<file path="src/rtl/uart_bus_bridge.sv">
// Memory-mapped CPU bus bridge to a byte UART: TX FIFO with kick/handshake FSM,
// single-byte RX buffer with overrun detection, control/status register and interrupt.
module uart_bus_bridge #(
  parameter logic [31:0] BASE_ADDR    = 32'h4000_0018,
  parameter int          TX_DEPTH     = 4,
  parameter int          BUSY_TIMEOUT = 1023
) (
  input  logic        sysclk,
  input  logic        reset,
  input  logic [31:0] addr,
  input  logic [31:0] wdata,
  input  logic        mem_read,
  input  logic        mem_write,
  output logic [31:0] rdata,
  output logic        irq,
  output logic [7:0]  uart_tx_data,
  output logic        uart_tx_enable,
  input  logic        uart_tx_status,
  input  logic [7:0]  uart_rx_data,
  input  logic        uart_rx_status
);

  localparam int          PW        = $clog2(TX_DEPTH);
  localparam int          TW        = $clog2(BUSY_TIMEOUT + 1);
  localparam logic [31:0] RXD_ADDR  = BASE_ADDR + 32'd4;
  localparam logic [31:0] CTRL_ADDR = BASE_ADDR + 32'd8;

  typedef enum logic [1:0] {IDLE, KICK, WAIT_BUSY, WAIT_DONE} state_t;

  state_t        state_reg;
  logic [7:0]    fifo_mem [TX_DEPTH];
  logic [PW-1:0] wr_ptr_reg;
  logic [PW-1:0] rd_ptr_reg;
  logic [PW:0]   count_reg;
  logic [TW-1:0] timer_reg;
  logic [7:0]    rx_buf_reg;
  logic          rx_valid_reg;
  logic          rx_overrun_reg;
  logic          tx_drop_reg;
  logic          rx_irq_en_reg;
  logic          tx_irq_en_reg;
  logic          rx_status_reg;

  logic hit_txd, hit_rxd, hit_ctrl;
  logic push_req, push, pop, drop;
  logic rd_rxd, wr_ctrl, capture;
  logic fifo_empty, fifo_full, tx_busy;
  logic [7:0] ctrl_bits;
  logic unused_wdata;

  assign hit_txd    = (addr == BASE_ADDR);
  assign hit_rxd    = (addr == RXD_ADDR);
  assign hit_ctrl   = (addr == CTRL_ADDR);
  assign fifo_empty = (count_reg == '0);
  assign fifo_full  = (count_reg == (PW+1)'(TX_DEPTH));
  assign tx_busy    = (state_reg != IDLE);

  // A full FIFO still accepts a push when the head leaves in the same cycle.
  assign push_req = mem_write & hit_txd & ~reset;
  assign pop      = (state_reg == IDLE) & ~fifo_empty & uart_tx_status;
  assign push     = push_req & (~fifo_full | pop);
  assign drop     = push_req & ~push;

  assign rd_rxd   = mem_read & hit_rxd;
  assign wr_ctrl  = mem_write & hit_ctrl;
  assign capture  = uart_rx_status & ~rx_status_reg;

  assign ctrl_bits = {tx_drop_reg, rx_overrun_reg, tx_busy, fifo_full,
                      fifo_empty, rx_valid_reg, tx_irq_en_reg, rx_irq_en_reg};
  assign unused_wdata = ^{wdata[31:8], wdata[5:2]};

  always_comb begin
    rdata = '0;
    if (hit_rxd)
      rdata = {24'b0, rx_buf_reg};
    else if (hit_ctrl)
      rdata = {24'b0, ctrl_bits};
  end

  always_ff @(posedge sysclk) begin
    if (push)
      fifo_mem[wr_ptr_reg] <= wdata[7:0];
  end

  always_ff @(posedge sysclk) begin
    if (reset) begin
      wr_ptr_reg <= '0;
      rd_ptr_reg <= '0;
      count_reg  <= '0;
    end else begin
      if (push) wr_ptr_reg <= wr_ptr_reg + PW'(1);
      if (pop)  rd_ptr_reg <= rd_ptr_reg + PW'(1);
      case ({push, pop})
        2'b10:   count_reg <= count_reg + (PW+1)'(1);
        2'b01:   count_reg <= count_reg - (PW+1)'(1);
        default: count_reg <= count_reg;
      endcase
    end
  end

  // Enable is registered on the load so it is high exactly while in KICK.
  always_ff @(posedge sysclk) begin
    if (reset) begin
      state_reg      <= IDLE;
      uart_tx_data   <= '0;
      uart_tx_enable <= 1'b0;
      timer_reg      <= '0;
    end else begin
      uart_tx_enable <= 1'b0;
      case (state_reg)
        IDLE: begin
          if (pop) begin
            uart_tx_data   <= fifo_mem[rd_ptr_reg];
            uart_tx_enable <= 1'b1;
            state_reg      <= KICK;
          end
        end
        KICK: begin
          timer_reg <= '0;
          state_reg <= WAIT_BUSY;
        end
        WAIT_BUSY: begin
          if (!uart_tx_status)
            state_reg <= WAIT_DONE;
          else if (timer_reg == TW'(BUSY_TIMEOUT - 1))
            state_reg <= IDLE;
          else
            timer_reg <= timer_reg + TW'(1);
        end
        WAIT_DONE: begin
          if (uart_tx_status)
            state_reg <= IDLE;
        end
        default: state_reg <= IDLE;
      endcase
    end
  end

  // Hardware sets of sticky flags take priority over software clears.
  always_ff @(posedge sysclk) begin
    if (reset) begin
      rx_status_reg  <= 1'b0;
      rx_buf_reg     <= '0;
      rx_valid_reg   <= 1'b0;
      rx_overrun_reg <= 1'b0;
      tx_drop_reg    <= 1'b0;
      rx_irq_en_reg  <= 1'b0;
      tx_irq_en_reg  <= 1'b0;
      irq            <= 1'b0;
    end else begin
      rx_status_reg <= uart_rx_status;
      if (capture) begin
        rx_buf_reg   <= uart_rx_data;
        rx_valid_reg <= 1'b1;
      end else if (rd_rxd) begin
        rx_valid_reg <= 1'b0;
      end
      if (capture & rx_valid_reg & ~rd_rxd)
        rx_overrun_reg <= 1'b1;
      else if (wr_ctrl & wdata[6])
        rx_overrun_reg <= 1'b0;
      if (drop)
        tx_drop_reg <= 1'b1;
      else if (wr_ctrl & wdata[7])
        tx_drop_reg <= 1'b0;
      if (wr_ctrl) begin
        rx_irq_en_reg <= wdata[0];
        tx_irq_en_reg <= wdata[1];
      end
      irq <= (rx_irq_en_reg & rx_valid_reg) | (tx_irq_en_reg & fifo_empty & ~tx_busy);
    end
  end

endmodule

</file>
<file path="config.mk">
export PLATFORM = sky130hd
export DESIGN_NAME = uart_bus_bridge
export DESIGN_NICKNAME = d
export VERILOG_FILES = /design/src/rtl/uart_bus_bridge.sv
export SDC_FILE = /design/constraint.sdc
export NUM_CORES = 1
export LEC_CHECK = 0
export ABC_AREA = 1
export BUFFER_PORTS_ARGS = -buffer_cell sky130_fd_sc_hd__buf_2
export CORE_MARGIN = 2
export CORE_UTILIZATION = 46
export CTS_CLUSTER_DIAMETER = 200
export DETAILED_ROUTE_END_ITERATION = 10
export GPL_ROUTABILITY_DRIVEN = 0
export PLACE_DENSITY_LB_ADDON = 0.1
export SLEW_MARGIN = 20
export SYNTH_ARGS = -nofsm -noshare
export SYNTH_HDL_FRONTEND = slang
export SYNTH_SLANG_ARGS = --single-unit
export TNS_END_PERCENT = 1
</file>
<file path="constraint.sdc">
create_clock -name sysclk -period 1.8 [get_ports sysclk]
set_input_delay 0.36 -clock sysclk [delete_from_list [all_inputs] [get_ports sysclk]]
set_output_delay 0.36 -clock sysclk [all_outputs]
set_load 0.05 [all_outputs]
</file>
==> impl_results.md, run 1 <==
- Worst Hold End: rx_status_reg
- Row count: 32
- FF+latch area: 1820 um^2
- WP data required: 1.44 ns
- Hold Crit Depth: 3
- Power per cell area: 714 nW/um^2
- CTS Buf Count: 9
- GRT Residual Overflow: 0
- Worst-skew pair later-pin latency: 0.35 ns
- CTS root buf: clkbuf_8
- Largest stage delay on the critical path: 0.17 ns
- Core area: 7770 um^2
- Max-Cap Viols: 0
- Placed Area: 4490 um^2
- Final HPWL DP: 5930 um
- Initial DRC count: 133
- Leak Pwr: 2.21 nW
- Util after Layout: 66.9%
- HP Class: input port to flip-flop
- Non-Filler Instances: 692
- I/O pin count: 120
- Unrepaired setup endpoints after global routing: yes
- CTS tree: done
- Mapped cell area: 3700 um^2
- Fin crit period: 1.84 ns
- Die W: 93.6 um
- CP Cell Sequence: buf_2, nor2_4, nand2_2, nor2_4, buf_6, nand4_4, buf_12, o21ai_4, buf_6
- Top delay family on crit path: buffers and inverters
- Unique masters post-synth: 37
- Area grow syn2layout: 40.6%
- Setup Viol. Count Final: 8
- Clock Power Share: 31.3%
- Worst-path clk slew: 0.08 ns
- CP max-delay cell: buf_12
- VDD IR-drop max: 0.343 mV
- Startpoint Class: input port
- Pint: 2.58 mW
- Worst Slack Setup Final: -0.0434 ns
- GRT Total Usage: 21.1%
- Critical Path End Type: primary output
- IO buf count: 71
- Switching Power: 1.13 mW
- Starting Density: 47.6%
- Mapped Avg Cell Area: 8.21 um^2
- Hold path startpoint: uart_rx_status
- Mapped Cells: 450
- Part of the power in combinational logic: 19.3%
- Clk sinks: 75
- ANT nets after route: 0
- Reg2reg start: count_reg[1]
- Flop pwr share: 49.4%
- Die area: 8770 um^2
- N_diodes: 0
- Initial antenna violation count: 0
- Final Cycle Share: 102%
- Die Span Y: 93.6 um
- Multi-input logic area: 1880 um^2
- Post-synth top flop: dfxtp_1
- Sw Ratio: 30.4%
- Fillers: 639
- Most frequent cells in the layout: nor2_1 (76), buf_4 (61), buf_2 (47), nand2_1 (46), dfxtp_1 (41)
- Arr. time, crit path: 1.48 ns
- Nets: 671
- Seq/Total Area, Yosys: 49.3%
- Hold Slack: 0.220 ns
- First-pass GRT wire length: 14500 um
- DP Cell Count: 650
- Crit-path max FO: 8
- Critical R2R Capture: count_reg[2]
- Final instance area: 5200 um^2
- FFs w/ async S/R, synth: 0%
- Worst path bufs/invs: 4
- Drt wl/cell: 12.7 um
- Status: finished, violations left
- Failing checks: negative setup slack
- Buffer depth of the longest clock path: 2
- CP Class: input port to primary output
- Largest net degree at the start of global routing: 18
- Register-to-Register Path Depth: 12
- Most common cell after layout, fill and taps aside: nor2_1
- Post-Route Skew: 0.00925 ns
- Register bit count reported by yosys: 75
- Final hold vios: 0
- Post-synth EDFFs: 32
- Vias per cell: 4.84
- Routed vias: 3350
- Drt pass-1 iters: 4
- # H-tree levels: 3
- Share of cells above drive strength 1: 37.8%
- Yosys warning count: 0
- Critical path origin: addr[17]
- Vias in the first global route: 3314
- Drc violations: 0
- Max reg flops: 32
- Final Max Slew Viols: 0
- Maximum clock rate: 542 MHz
- Final wirelength: 8790 um
- FF-to-FF setup slack: 0.01 ns
==> timing repair <==
item                                    4_1_cts  5_1_grt
gates resized for setup                      66       25
cloned                                        1        0
endpoints found under the setup margin        9       10
pin swaps                                    36       18
buffers inserted                             24        1
hold endpoints to repair                      0        0
hold buffers                                  0        0
==> layer usage <==
layer,vias up,track usage (%),routed length [um]
met3,19,4.43,406
met1,1526,25.1,3780
met2,100,37.5,4410
met4,0,7.73,201
li1,1705,-,-
met5,-,0,0
==> worst register-to-register path, stage by stage (launching register included) <==
cell and delay [ns]:
dfxtp_1 0.35, inv_2 0.10, nand3_4 0.08, nand3_4 0.09, nand2_4 0.07, nand3_4 0.08, ha_4 0.12, inv_2 0.04
fa_2 0.35, a21oi_2 0.16, o21ai_2 0.07, o21ai_1 0.12, a21oi_1 0.05
==> per-stage QoR <==
step           worst slack [ns]  power (mW)  TNS [ns]
6_report                -0.0434        3.71    -0.176
5_1_grt                  -0.109        3.89    -0.732
4_1_cts                 -0.0423        3.71    -0.290
3_5_place_dp             -0.266        2.49     -6.85
3_3_place_gp             -0.246        2.48     -6.45
2_1_floorplan           -0.0972        2.34     -2.72
==> cell type report <==
class | count | share of cell area [%]
Clock inverter | 6 | 0.915
Tap cell | 102 | 2.46
Timing Repair Buffer | 135 | 19.4
Clock buffer | 10 | 2.46
Multi-Input combinational cell | 317 | 36.1
Sequential cell | 75 | 35.1
Inverter | 47 | 3.54
==> power groups by stage <==
stage               combinational [mW]  clock [mW]  sequential, mW
finish                           0.714        1.16            1.83
global route                     0.792        1.26            1.84
CTS                              0.690        1.19            1.83
detailed placement               0.619           0            1.87
global placement                 0.605           0            1.87
floorplan                        0.458           0            1.88
==> Yosys cell counts, types with 2 or more instances <==
library cell | n | area, um^2
a21oi_1 | 27 | 135
buf_2 | 4 | 20.0
buf_4 | 24 | 180
buf_6 | 2 | 22.5
clkbuf_1 | 5 | 18.8
dfxtp_1 | 43 | 861
edfxtp_1 | 32 | 961
ha_1 | 7 | 87.6
inv_1 | 44 | 165
inv_2 | 3 | 11.3
nand2_1 | 59 | 221
nand2_2 | 3 | 18.8
nand2_4 | 2 | 22.5
nand3_1 | 15 | 75.1
nand4_1 | 8 | 50.1
nor2_1 | 94 | 353
nor2_2 | 2 | 12.5
nor2_4 | 2 | 22.5
nor3_1 | 3 | 15.0
o21ai_0 | 39 | 195
o21ai_1 | 9 | 45.0
o22ai_1 | 8 | 50.1
==> logic make-up after synthesis <==
logic type	share of synthesized area (%)
AND/OR/NAND/NOR	23.6
AO/OA/AOI/OAI	12.8
buffers and inverters	11.3
flip-flops	49.3
adder cells (fa/ha/maj)	2.91
other	0.101
==> worst max path at each step <==
stage / endpoint / slack, ns / cells past startpoint
after floorplan: count_reg[1] / -0.1 / 10
after global placement: rdata[0] / -0.25 / 9
after detailed placement: count_reg[2] / -0.27 / 15
after CTS: rdata[4] / -0.04 / 9
after global routing: rdata[6] / -0.11 / 9
final: rdata[6] / -0.04 / 9
No activity file was read; power rests on OpenSTA's default activity.
==> run 2: changes to the inputs <==
--- a/config.mk
+++ b/config.mk
@@ -12,7 +12,9 @@
 export CTS_CLUSTER_DIAMETER = 200
 export DETAILED_ROUTE_END_ITERATION = 10
 export GPL_ROUTABILITY_DRIVEN = 0
+export MAX_ROUTING_LAYER = met4
 export PLACE_DENSITY_LB_ADDON = 0.1
+export SKIP_LAST_GASP = 1
 export SLEW_MARGIN = 20
 export SYNTH_ARGS = -nofsm -noshare
 export SYNTH_HDL_FRONTEND = slang
==> run 2 against run 1 <==
The run still ends with negative setup slack left. Core utilization barely moved. First-iteration DRC count down 8.3%. Hold slack improved by 0.0047 ns. Combinational power about the same. Critical path type unchanged. Largest power group unchanged.
==> impl_results.md, run 2 (synthesized netlist as in run 1, its figures left out) <==
- Status: finished, violations left
- Failing checks: negative setup slack
- Initial DRC count: 122 (-8.3%)
- Worst Hold End: rx_status_reg
- IO buf count: 71 (unchanged)
- Reg2reg start: count_reg[1]
- Initial antenna violation count: 0 (unchanged)
- CP Class: input port to primary output
- Power per cell area: 713 nW/um^2 (about the same)
- Worst Slack Setup Final: -0.0423 ns (+0.00113 ns)
- Buffer depth of the longest clock path: 2 (unchanged)
- FF-to-FF setup slack: 0.02 ns (about the same)
- Post-Route Skew: 0.00780 ns (-0.00145 ns)
- Most common cell after layout, fill and taps aside: nor2_1
- VDD IR-drop max: 0.345 mV (+0.65%)
- Drt pass-1 iters: 4 (unchanged)
- I/O pin count: 120 (unchanged)
- Worst-skew pair later-pin latency: 0.35 ns (about the same)
- Final HPWL DP: 5930 um (unchanged)
- Core area: 7770 um^2 (unchanged)
- Max reg flops: 32 (unchanged)
- GRT Total Usage: 21.6% (+0.48 points)
- Clk sinks: 75 (unchanged)
- Hold Crit Depth: 3 (unchanged)
- Setup Viol. Count Final: 8 (unchanged)
- Drc violations: 0 (unchanged)
- # H-tree levels: 3 (unchanged)
- CTS Buf Count: 9 (unchanged)
- Crit-path max FO: 8 (unchanged)
- Row count: 32 (unchanged)
- Register-to-Register Path Depth: 12 (unchanged)
- Final wirelength: 8760 um (-0.34%)
- Die W: 93.6 um (unchanged)
- Sum Neg Setup Slack: -0.175 ns (+0.000755 ns)
- Fin crit period: 1.84 ns (-0.00113 ns)
- Critical Path End Type: primary output
- GRT Residual Overflow: 0 (unchanged)
- ANT nets after route: 0 (unchanged)
- CTS tree: done
- Starting Density: 47.6% (unchanged)
- Nets: 671 (unchanged)
- Worst-path clk slew: 0.08 ns (about the same)
- Hold path startpoint: uart_rx_status
- Max-Cap Viols: 0 (unchanged)
- Maximum clock rate: 543 MHz (about the same)
- Share of cells above drive strength 1: 37.6% (-0.17 points)
- Worst-Margin Slew: 0.497 ns
- Vias per cell: 4.86 (+0.36%)
- Final Max Slew Viols: 0 (unchanged)
- Die area: 8770 um^2 (unchanged)
- First-pass GRT wire length: 14500 um (about the same)
- WP data required: 1.44 ns (about the same)
- Leak Pwr: 2.21 nW (about the same)
- Most frequent cells in the layout: nor2_1 (77), buf_4 (61), buf_2 (47), nand2_1 (46), dfxtp_1 (41)
- Final hold vios: 0 (unchanged)
- Area grow syn2layout: 40.5% (about the same)
- Startpoint Class: input port
- Max-slew headroom: 66.8%
- HP Class: input port to flip-flop
- Vias in the first global route: 3309 (-0.15%)
- Routed vias: 3362 (+0.36%)
- Tot Pwr: 3.70 mW (-0.12%)
- Critical R2R Capture: count_reg[2]
- Largest net degree at the start of global routing: 18 (unchanged)
- Drt wl/cell: 12.7 um (-0.34%)
- CTS root buf: clkbuf_8
- Die Span Y: 93.6 um (unchanged)
- Final Cycle Share: 102% (about the same)
- N_diodes: 0 (unchanged)
- Arr. time, crit path: 1.48 ns (about the same)
- Unrepaired setup endpoints after global routing: yes
[run 2: cell count changes in the layout (fill, tap and decap cells not counted)]
cell and change:
nor2_1 +1, nor2_2 -1
[run 2: area by class of cell]
type | instances | area (um^2)
tap | 102 | 128
clock inverter | 6 | 47.5
timing repair buffer | 135 | 1010
fill | 640 | 2570
sequential | 75 | 1820
multi-input combinational | 317 | 1870
clock buffer | 10 | 128
inverter | 47 | 184
[run 2: how the worst max path moves through the flow]
stage,startpoint,endpoint,slack [ns],depth (start not counted)
floorplan,addr[17],count_reg[1],-0.1,10
global placement,addr[27],rdata[0],-0.25,9
detailed placement,addr[30],count_reg[2],-0.27,15
CTS,addr[12],rdata[4],-0.04,9
global route,addr[17],rdata[6],-0.11,9
finish,addr[17],rdata[6],-0.04,9
[run 2: critical path: stages]
cell	delay [ns]
buf_2	0.12
nor2_4	0.09
nand2_2	0.07
nor2_4	0.14
buf_6	0.12
nand4_4	0.10
buf_12	0.17
o21ai_4	0.14
buf_6	0.17
[run 2: metal layers]
metal	global-route usage, %	share of wire [%]
met5	-	0
met4	8.82	2.4
met3	3.06	6.0
met2	37.6	49
met1	25.2	42
[run 2: per-stage QoR]
stage	setup slack (ns)	hold slack, ns	util (%)	instances	area (um^2)
after floorplan	-0.0972	0.439	-	473	3950
after global placement	-0.246	0.459	57.8	650	4490
after detailed placement	-0.266	0.457	57.8	650	4490
after CTS	-0.0423	0.209	65.6	691	5090
after global routing	-0.109	0.216	66.9	692	5190
final	-0.0423	0.225	66.9	692	5190
[run 2: timing repair]
action | in CTS | in global routing
hold endpoints to repair | 0 | 0
gates resized for setup | 66 | 24
pin swaps | 34 | 18
setup buffers | 24 | 1
gates cloned | 1 | 0
hold buffers | 0 | 0
endpoints found under the setup margin | 9 | 10
[run 2: where the power goes]
group	internal, mW	switching (mW)
Sequential	1.81	0.0230
Clock	0.512	0.643
Combinational	0.260	0.455
Total	2.58	1.12
==> run 3: changes to the inputs <==
--- a/config.mk
+++ b/config.mk
@@ -7,13 +7,14 @@
 export LEC_CHECK = 0
 export ABC_AREA = 1
 export BUFFER_PORTS_ARGS = -buffer_cell sky130_fd_sc_hd__buf_2
-export CORE_MARGIN = 2
+export CORE_MARGIN = 3
 export CORE_UTILIZATION = 46
 export CTS_CLUSTER_DIAMETER = 200
 export DETAILED_ROUTE_END_ITERATION = 10
 export GPL_ROUTABILITY_DRIVEN = 0
 export MAX_ROUTING_LAYER = met4
 export PLACE_DENSITY_LB_ADDON = 0.1
+export SKIP_CTS_REPAIR_TIMING = 1
 export SKIP_LAST_GASP = 1
 export SLEW_MARGIN = 20
 export SYNTH_ARGS = -nofsm -noshare
==> run 3 against run 2 <==
The run still ends with negative setup slack left. Core utilization fell by 2.6 points. Sequential power barely moved. Register-to-register slack got worse by 0.06 ns. Cell count fell by 2.7%. Sequential cell count did not move. Design area fell by 3.8%. Clock power rose by 3%. Power fell by 0.26%. Critical path type unchanged. Critical endpoint is now rdata[3].
==> impl_results.md, run 3 (synthesized netlist as in run 1, its figures left out) <==
- Clk sinks: 75 (unchanged)
- Fin crit period: 1.87 ns (+0.0314 ns)
- N_diodes: 0 (unchanged)
- Most numerous cell on the critical path: nor2_4
- Core area: 7770 um^2 (unchanged)
- Final Cycle Share: 104% (+1.7 points)
- Initial DRC count: 96 (-21%)
- Largest stage delay on the critical path: 0.17 ns (about the same)
- GRT Residual Overflow: 0 (unchanged)
- Unrepaired setup endpoints after global routing: yes
- Status: finished, violations left
- Util after Layout: 64.3% (-2.6 points)
- Critical Path End Type: primary output
- HP Class: input port to flip-flop
- Die area: 9150 um^2 (+4.3%)
- Max reg flops: 32 (unchanged)
- CP Cell Sequence: buf_2, nor2_4, nand2_2, nor2_4, and2_4, nand4_4, buf_12, o21ai_4, buf_6
- Worst-Margin Slew: 0.519 ns (+0.0224 ns)
- CP Class: input port to primary output
- Setup Viol. Count Final: 9 (+1)
- IO buf count: 71 (unchanged)
- Drt wl/cell: 12.4 um (-1.9%)
- Final HPWL DP: 6000 um (+1.3%)
- Most frequent cells in the layout: nor2_1 (76), buf_2 (58), nand2_1 (45), buf_4 (42), dfxtp_1 (41)
- Leak Pwr: 2.11 nW (-4.8%)
- Top delay family on crit path: simple AND/OR/NAND/NOR gates
- Power per cell area: 740 nW/um^2 (+3.7%)
- I/O pin count: 120 (unchanged)
- Crit-path max FO: 8 (unchanged)
- Routed vias: 3266 (-2.9%)
- Area grow syn2layout: 35.1%
- Fillers: 661 (+3.3%)
- Most common cell after layout, fill and taps aside: nor2_1
- Share of cells above drive strength 1: 35.7% (-1.9 points)
- CTS root buf: clkbuf_8
- First-pass GRT wire length: 12800 um (-12%)
- Nets: 652 (-2.8%)
- CTS tree: done
- Vias in the first global route: 2955 (-11%)
- Worst Slack Setup Final: -0.0737 ns (-0.0314 ns)
- Largest net degree at the start of global routing: 26 (+8)
- CTS Buf Count: 9 (unchanged)
- CP max-delay cell: and2_4
- Maximum clock rate: 534 MHz (-1.7%)
- Final wirelength: 8360 um (-4.6%)
- Tot Pwr: 3.69 mW (-0.26%)
- Die W: 95.6 um (+2.1%)
- VDD IR-drop max: 0.420 mV (+22%)
- Row count: 32 (unchanged)
- Max-Cap Viols: 0 (unchanged)
- Drt pass-1 iters: 4 (unchanged)
- Non-Filler Instances: 673 (-2.7%)
- GRT Total Usage: 18.6% (-3.0 points)
- # H-tree levels: 3 (unchanged)
- Worst-skew pair later-pin latency: 0.35 ns (about the same)
- DP Cell Count: 651 (+0.15%)
- Starting Density: 47.6% (unchanged)
- Pre-CTS WS: -0.283 ns (-0.0171 ns)
- Final hold vios: 0 (unchanged)
- Sum Neg Setup Slack: -0.574 ns (-0.399 ns)
- Max-slew headroom: 65.3% (-1.5 points)
- Die Span Y: 95.6 um (+2.1%)
- Startpoint Class: input port
- Buffer depth of the longest clock path: 2 (unchanged)
- ANT nets after route: 0 (unchanged)
- Arr. time, crit path: 1.51 ns (+0.03 ns)
- WP data required: 1.44 ns (about the same)
- Post-Route Skew: 0.00806 ns (+0.000263 ns)
- Hold Slack: 0.225 ns (+0.000683 ns)
- Initial antenna violation count: 0 (unchanged)
- Drc violations: 0 (unchanged)
- Vias per cell: 4.85 (-0.11%)
- Placed Area: 4500 um^2 (+0.17%)
- Final instance area: 4990 um^2 (-3.8%)
- Final Max Slew Viols: 0 (unchanged)
- Worst-path clk slew: 0.08 ns (about the same)
- Failing checks: negative setup slack
- Worst path bufs/invs: 3 (-1)
-- run 3: final timing paths --
path / endpoint / from / cells after the start / slack (ns)
worst max-delay path: rdata[3] / addr[13] / 9 / -0.07
worst min-delay path: rx_status_reg / uart_rx_status / 3 / 0.23
worst max register to register: count_reg[2] / count_reg[0] / 12 / -0.04
worst min register to register: rx_overrun_reg / rx_overrun_reg / 2 / 0.49
-- run 3: tightest hold or removal path: cells and delay by family --
| family | cells | cell delay [ns] |
|---|---|---|
| buffers and inverters | 2 | 0.11 |
| AND/OR/NAND/NOR | 1 | 0.07 |
-- run 3: cell type report --
class / count / area [um^2] / area share (%)
tap: 102 / 128 / 2.56
multi-input combinational: 317 / 1880 / 37.7
inverter: 47 / 181 / 3.63
clock buffer: 9 / 124 / 2.48
clock inverter: 7 / 60.1 / 1.20
timing repair buffer: 116 / 795 / 15.9
sequential: 75 / 1830 / 36.6
-- run 3: per-layer routing --
metal  global-route usage, %  share of wire, %
met1                    22.0                43
met2                    30.7                50
met3                    5.60               5.6
met4                    5.57               1.3
met5                       -                 0
-- run 3: power by group --
group / switching, mW / internal [mW]
logic: 0.442 / 0.218
registers: 0.0227 / 1.81
clock network: 0.682 / 0.522
